<file path="src/rtl/rgb_fader_pkg.sv">
// Shared constants for the RGB PWM fader: mode encodings and the RGBA driver
// current settings used wherever SB_RGBA_DRV is instantiated next to the fader.
package rgb_fader_pkg;

    localparam logic [1:0] MODE_OFF     = 2'd0;
    localparam logic [1:0] MODE_RAMP    = 2'd1;
    localparam logic [1:0] MODE_BREATHE = 2'd2;
    localparam logic [1:0] MODE_STATIC  = 2'd3;

    // Half-current mode keeps the LEDs comfortable to look at on the dev board.
    localparam RGBA_CURRENT_MODE = "0b1";
    localparam RGB0_CURRENT      = "0b000011";
    localparam RGB1_CURRENT      = "0b000011";
    localparam RGB2_CURRENT      = "0b000011";

endpackage

</file>
<file path="src/rtl/rgb_fade_gen.sv">
// Fade-level generator: prescaler, sawtooth/triangle level stepping and the
// end-of-cycle strobe. Held at its idle state while clear is high.
module rgb_fade_gen #(
    parameter int PWM_BITS = 8,
    parameter int PRESCALE = 600000,
    parameter int PS_BITS  = 24
) (
    input  logic                clki,
    input  logic                rst,
    input  logic                clear,
    input  logic                enable,
    input  logic                breathe,
    output logic [PWM_BITS-1:0] level,
    output logic                cycle_end,
    output logic                cycle_pulse
);

    localparam logic [PWM_BITS-1:0] LEVEL_MAX = '1;
    localparam logic [PWM_BITS-1:0] LEVEL_ONE = PWM_BITS'(1);
    localparam logic [PS_BITS-1:0]  PS_LAST   = PS_BITS'(PRESCALE - 1);
    localparam logic [PS_BITS-1:0]  PS_ONE    = PS_BITS'(1);

    logic [PS_BITS-1:0]  ps_reg, ps_next;
    logic [PWM_BITS-1:0] level_reg, level_next;
    logic                dir_down_reg, dir_down_next;
    logic                cycle_reg;
    logic                tick;

    always_comb begin
        tick          = enable && !clear && (ps_reg == PS_LAST);
        ps_next       = ps_reg;
        level_next    = level_reg;
        dir_down_next = dir_down_reg;
        cycle_end     = 1'b0;
        if (clear) begin
            ps_next       = '0;
            level_next    = '0;
            dir_down_next = 1'b0;
        end else if (enable) begin
            ps_next = tick ? '0 : ps_reg + PS_ONE;
            if (tick) begin
                if (!breathe) begin
                    if (level_reg == LEVEL_MAX) begin
                        level_next = '0;
                        cycle_end  = 1'b1;
                    end else begin
                        level_next = level_reg + LEVEL_ONE;
                    end
                end else if (!dir_down_reg) begin
                    // Turn around at the top without repeating MAX.
                    if (level_reg == LEVEL_MAX) begin
                        level_next    = LEVEL_MAX - LEVEL_ONE;
                        dir_down_next = 1'b1;
                    end else begin
                        level_next = level_reg + LEVEL_ONE;
                    end
                end else begin
                    if (level_reg == LEVEL_ONE) begin
                        level_next    = '0;
                        dir_down_next = 1'b0;
                        cycle_end     = 1'b1;
                    end else begin
                        level_next = level_reg - LEVEL_ONE;
                    end
                end
            end
        end
    end

    always_ff @(posedge clki) begin
        if (rst) begin
            ps_reg       <= '0;
            level_reg    <= '0;
            dir_down_reg <= 1'b0;
            cycle_reg    <= 1'b0;
        end else begin
            ps_reg       <= ps_next;
            level_reg    <= level_next;
            dir_down_reg <= dir_down_next;
            cycle_reg    <= cycle_end;
        end
    end

    assign level       = level_reg;
    assign cycle_pulse = cycle_reg;

endmodule

</file>
<file path="src/rtl/rgb_fader.sv">
// N-channel LED PWM fader: mode control, colour-mask sequencing, shared PWM
// counter and per-channel registered comparators feeding the RGBA driver.
module rgb_fader
    import rgb_fader_pkg::*;
#(
    parameter int NCH      = 3,
    parameter int PWM_BITS = 8,
    parameter int PRESCALE = 600000,
    parameter int PS_BITS  = 24
) (
    input  logic                clki,
    input  logic                rst,
    input  logic [1:0]          mode_i,
    input  logic                pause_i,
    input  logic [PWM_BITS-1:0] duty_i,
    input  logic [NCH-1:0]      colour_i,
    output logic [NCH-1:0]      pwm_o,
    output logic [PWM_BITS-1:0] level_o,
    output logic [NCH-1:0]      mask_o,
    output logic                cycle_o
);

    localparam logic [NCH-1:0]      MASK_ONE  = NCH'(1);
    localparam logic [NCH-1:0]      MASK_ALL  = '1;
    localparam logic [PWM_BITS-1:0] COUNT_ONE = PWM_BITS'(1);

    logic [1:0]          mode_reg, mode_next;
    logic [NCH-1:0]      fade_mask_reg, fade_mask_next;
    logic [PWM_BITS-1:0] static_level_reg;
    logic [NCH-1:0]      static_mask_reg;
    logic [PWM_BITS-1:0] pwmcnt_reg;
    logic [NCH-1:0]      pwm_reg, pwm_next;

    logic                fading;
    logic                off_req;
    logic                gen_clear;
    logic                gen_enable;
    logic [PWM_BITS-1:0] gen_level;
    logic                cycle_end;
    logic                cycle_pulse;
    logic [PWM_BITS-1:0] level_sel;
    logic [NCH-1:0]      mask_sel;

    assign fading  = (mode_reg == MODE_RAMP) || (mode_reg == MODE_BREATHE);
    assign off_req = (mode_i == MODE_OFF);

    // Requesting OFF while fading blanks the generator on the same edge the mode drops.
    assign gen_clear  = !fading || off_req;
    assign gen_enable = fading && !pause_i;

    rgb_fade_gen #(
        .PWM_BITS (PWM_BITS),
        .PRESCALE (PRESCALE),
        .PS_BITS  (PS_BITS)
    ) u_fade_gen (
        .clki        (clki),
        .rst         (rst),
        .clear       (gen_clear),
        .enable      (gen_enable),
        .breathe     (mode_reg == MODE_BREATHE),
        .level       (gen_level),
        .cycle_end   (cycle_end),
        .cycle_pulse (cycle_pulse)
    );

    always_comb begin
        mode_next      = mode_reg;
        fade_mask_next = fade_mask_reg;
        if (!fading) begin
            mode_next = mode_i;
        end else if (off_req) begin
            mode_next = MODE_OFF;
        end else if (cycle_end) begin
            mode_next = mode_i;
        end
        if (cycle_end) begin
            fade_mask_next = (fade_mask_reg == MASK_ALL) ? MASK_ONE : fade_mask_reg + MASK_ONE;
        end
    end

    always_ff @(posedge clki) begin
        if (rst) begin
            mode_reg         <= MODE_OFF;
            fade_mask_reg    <= MASK_ONE;
            static_level_reg <= '0;
            static_mask_reg  <= '0;
            pwmcnt_reg       <= '0;
            pwm_reg          <= '0;
        end else begin
            mode_reg         <= mode_next;
            fade_mask_reg    <= fade_mask_next;
            static_level_reg <= duty_i;
            static_mask_reg  <= colour_i;
            pwmcnt_reg       <= pwmcnt_reg + COUNT_ONE;
            pwm_reg          <= pwm_next;
        end
    end

    // STATIC keeps its own level/colour so the fade mask survives a detour through it.
    assign level_sel = (mode_reg == MODE_STATIC) ? static_level_reg : gen_level;
    assign mask_sel  = (mode_reg == MODE_STATIC) ? static_mask_reg  : fade_mask_reg;

    for (genvar gi = 0; gi < NCH; gi++) begin : g_pwm
        assign pwm_next[gi] = (pwmcnt_reg < level_sel) && mask_sel[gi];
    end

    assign pwm_o   = pwm_reg;
    assign level_o = level_sel;
    assign mask_o  = mask_sel;
    assign cycle_o = cycle_pulse;

endmodule

</file>
<file path="config.mk">
export PLATFORM = sky130hd
export DESIGN_NAME = rgb_fader
export DESIGN_NICKNAME = d
export VERILOG_FILES = /design/src/rtl/rgb_fader_pkg.sv /design/src/rtl/rgb_fade_gen.sv /design/src/rtl/rgb_fader.sv
export SDC_FILE = /design/constraint.sdc
export NUM_CORES = 1
export LEC_CHECK = 0
export BUFFER_PORTS_ARGS = -buffer_cell sky130_fd_sc_hd__buf_4
export CORE_MARGIN = 1
export CORE_UTILIZATION = 34
export CTS_BUF_LIST = sky130_fd_sc_hd__clkbuf_16
export DETAILED_ROUTE_END_ITERATION = 10
export GPL_TIMING_DRIVEN = 0
export SLEW_MARGIN = 25
export SYNTH_ARGS = -nofsm -noshare
export SYNTH_HDL_FRONTEND = slang
export SYNTH_HIERARCHICAL = 1
export SYNTH_SLANG_ARGS = --single-unit
</file>
<file path="constraint.sdc">
create_clock -name clki -period 3.02 [get_ports clki]
set_input_delay 0.906 -clock clki [delete_from_list [all_inputs] [get_ports clki]]
set_output_delay 0.906 -clock clki [all_outputs]
set_load 0.01 [all_outputs]
</file>
==> impl_metrics.yaml <==
timing:
  fin_skew_ps: 5.13
  maxSlewViolCount: 0
  worst_slack_ps: 251
  rsz0062_at_grt: "false"
  final.period_utilization_pct: 91.7
  fin_hold_ws_ps: 454
  fin_setup_tns_ps: 0
  max_freq_ghz: 0.361
  min_period_ps: 2770
  relSlewSlack_pct: 51.1
  hold_viol: 0
  setup_viol_count_final: 0
  tightest_slew_ps: 728
detailed_routing:
  drc: 0
  dr.pass1.iters: 4
  vias: 2772
  drt_iter0_drc: 143
  wl_um: 7430
  viasPerCell: 4.99
  ant_nets: 0
  wire_per_inst_um: 13.4
setup_path:
  crit_fanout: 10
  ff2ff_path_depth: 10
  cp-end-kind: "flip-flop"
  timing.rr.end: "fade_mask_reg[2]"
  arrival_ps: 2960
  path_class: "flip-flop to flip-flop"
  worstPathRequired_ps: 3210
  r2r_start: "mode_reg[0]"
  start_kind: "flip-flop"
  rrSetupSlack_ps: 250
floorplanning:
  die_y_um: 101
  die_x_um: 101
  ioPinCount: 31
  dieArea_um2: 10200
  row_count: 35
  initial_core_util_pct: 35.7
  core_area_um2: 9370
power_and_ir_drop:
  p_leak_uw: 0.00151
  max-vdd-ir-drop_mv: 0.290
  power.total_uw: 2040
  p_per_area_nw_per_um2: 502
yosys:
  yosysSeqAreaShare_pct: 36.5
  yosysMostFrequentCell: "dfxtp_1"
  synth_largest_area_cell: "dfxtp_1"
  ys_ff_latch: 61
  synth.avg_cell_area_um2: 8.79
  ys_warn_count: 6
  synth_top_area_share_pct: 36.5
  syn_nets: 413
  ys_top_cells_by_count: "dfxtp_1, nor2_1, nand2_1"
  synth_area_um2: 3350
  synthArstFlopShare_pct: 0
  synth_cells: 381
  ys_top_cells_by_area: "dfxtp_1, nor2_1, ha_1"
  synth_edf_count: 0
  synth_flop_cell: "dfxtp_1"
  synth.distinct_cells: 59
grt:
  grt_overflow: 0
  grt_pass1_wl_um: 12500
  grt_util_all_layers_pct: 15.5
  grt_pass1_vias: 2657
  grt_max_degree: 12
  antenna_found_initial: 0
final_layout:
  nets: 454
  largest_reg_flops: 24
  drive_above_1_share_pct: 18.5
  final_cell_area_um2: 4050
  diodes: 0
  fill_cells: 966
  syn_to_final_growth_pct: 21.0
place:
  gp_congestion: 0.869
  io_buffer_count: 30
  placedInstanceArea_um2: 3730
  dpl_worst_slack_ps: -184
  hpwl_um: 5420
clock_tree:
  clkSinkCount: 61
  cts_buffer_depth: 2
  root_buffer: "clkbuf_16"
  cts_tree: "built"
  cts_buffers: 9
  cts_hold_buf: 0
  cts_max_level: 3
  clkLatencyLatePin_ps: 320
  cts.clk_slew.worst_paths_ps: 50
min_path:
  hp-start: "pwmcnt_reg[0]"
  hold_class: "flip-flop to flip-flop"
  min_path_cells: 1
  worstHoldEndpoint: "pwmcnt_reg[0]"
run_status:
  status: "completed"
job:
  maxCapViolCount: 0
==> cells by family after synthesis <==
kind of cell	after synthesis	synth area share, %
xor gates and xnor gates	32	8.37
buffers and inverters	34	5.75
AOI/OAI and AO/OA	51	10.0
muxes	17	5.46
and+or+nand+nor	170	28.0
DFF	61	36.5
adders and majority gates	16	5.98
==> layer usage <==
| layer | global-route usage [%] | vias up | part of all wire [%] |
|---|---|---|---|
| met5 | 0 | - | 0 |
| met4 | 5.02 | 0 | 0.81 |
| met3 | 4.49 | 6 | 4.2 |
| met2 | 25.4 | 67 | 47 |
| met1 | 19.6 | 1282 | 48 |
| li1 | - | 1417 | - |
==> cell type report <==
type                            count  area (um2)  area share (%)
Inverter                           14        52.6            1.30
Clock buffer                        9         225            5.56
Tap cell                          129         161            3.98
Buffer                             20         140            3.46
Sequential cell                    61        1220            30.1
Multi-Input combinational cell    286        1940            47.8
Timing Repair Buffer               30         225            5.56
Clock inverter                      7        90.1            2.22
==> worst max-delay path, stage by stage, from the launching register on <==
cell and delay (ps):
dfxtp_1 350, inv_1 50, ha_1 330, nor2_2 300
nand4_4 180, or4_1 530, buf_2 200, nor2_1 110
clkbuf_1 290, mux2i_1 250, nor2_1 50
==> worst max path at each step <==
stage                      startpoint               end  slack (ps)  depth (start not counted)
final                     mode_reg[0]  fade_mask_reg[2]         250                         10
after global routing      mode_reg[0]  fade_mask_reg[2]          20                         10
after CTS                 mode_reg[0]  fade_mask_reg[2]          90                         10
after detailed placement      pause_i  fade_mask_reg[2]        -180                          9
after global placement        pause_i  fade_mask_reg[1]        -150                          9
after floorplan               pause_i  fade_mask_reg[1]         220                          8
==> per-stage QoR <==
stage,utilization (%),cells
detailed placement,39.9,540
floorplan,-,381
global route,43.2,556
global placement,39.9,540
finish,43.2,556
CTS,43.2,556
==> power breakdown <==
part           leakage, uW  internal, uW  total (uW)  switching, uW
combinational     0.000861          63.3         133           69.6
sequential        0.000496           822         830           8.27
clock             0.000153           717        1070            355
==> repair_timing <==
item	in CTS	in global routing
buffers inserted	0	0
hold endpoints to repair	0	0
gates resized for setup	0	1
endpoints found under the setup margin	0	5
==> cell usage in the layout (no fill, tap or decap), types with 10 or more instances in the layout <==
| master | n |
|---|---|
| a21oi_1 | 14 |
| buf_4 | 33 |
| dfxtp_1 | 61 |
| ha_1 | 16 |
| inv_1 | 14 |
| mux2i_1 | 10 |
| nand2_1 | 28 |
| nand3_1 | 14 |
| nand4_1 | 10 |
| nor2_1 | 53 |
| nor2b_1 | 14 |
| xnor2_1 | 16 |
| xor2_1 | 16 |
(Power assumes the default switching activity.)
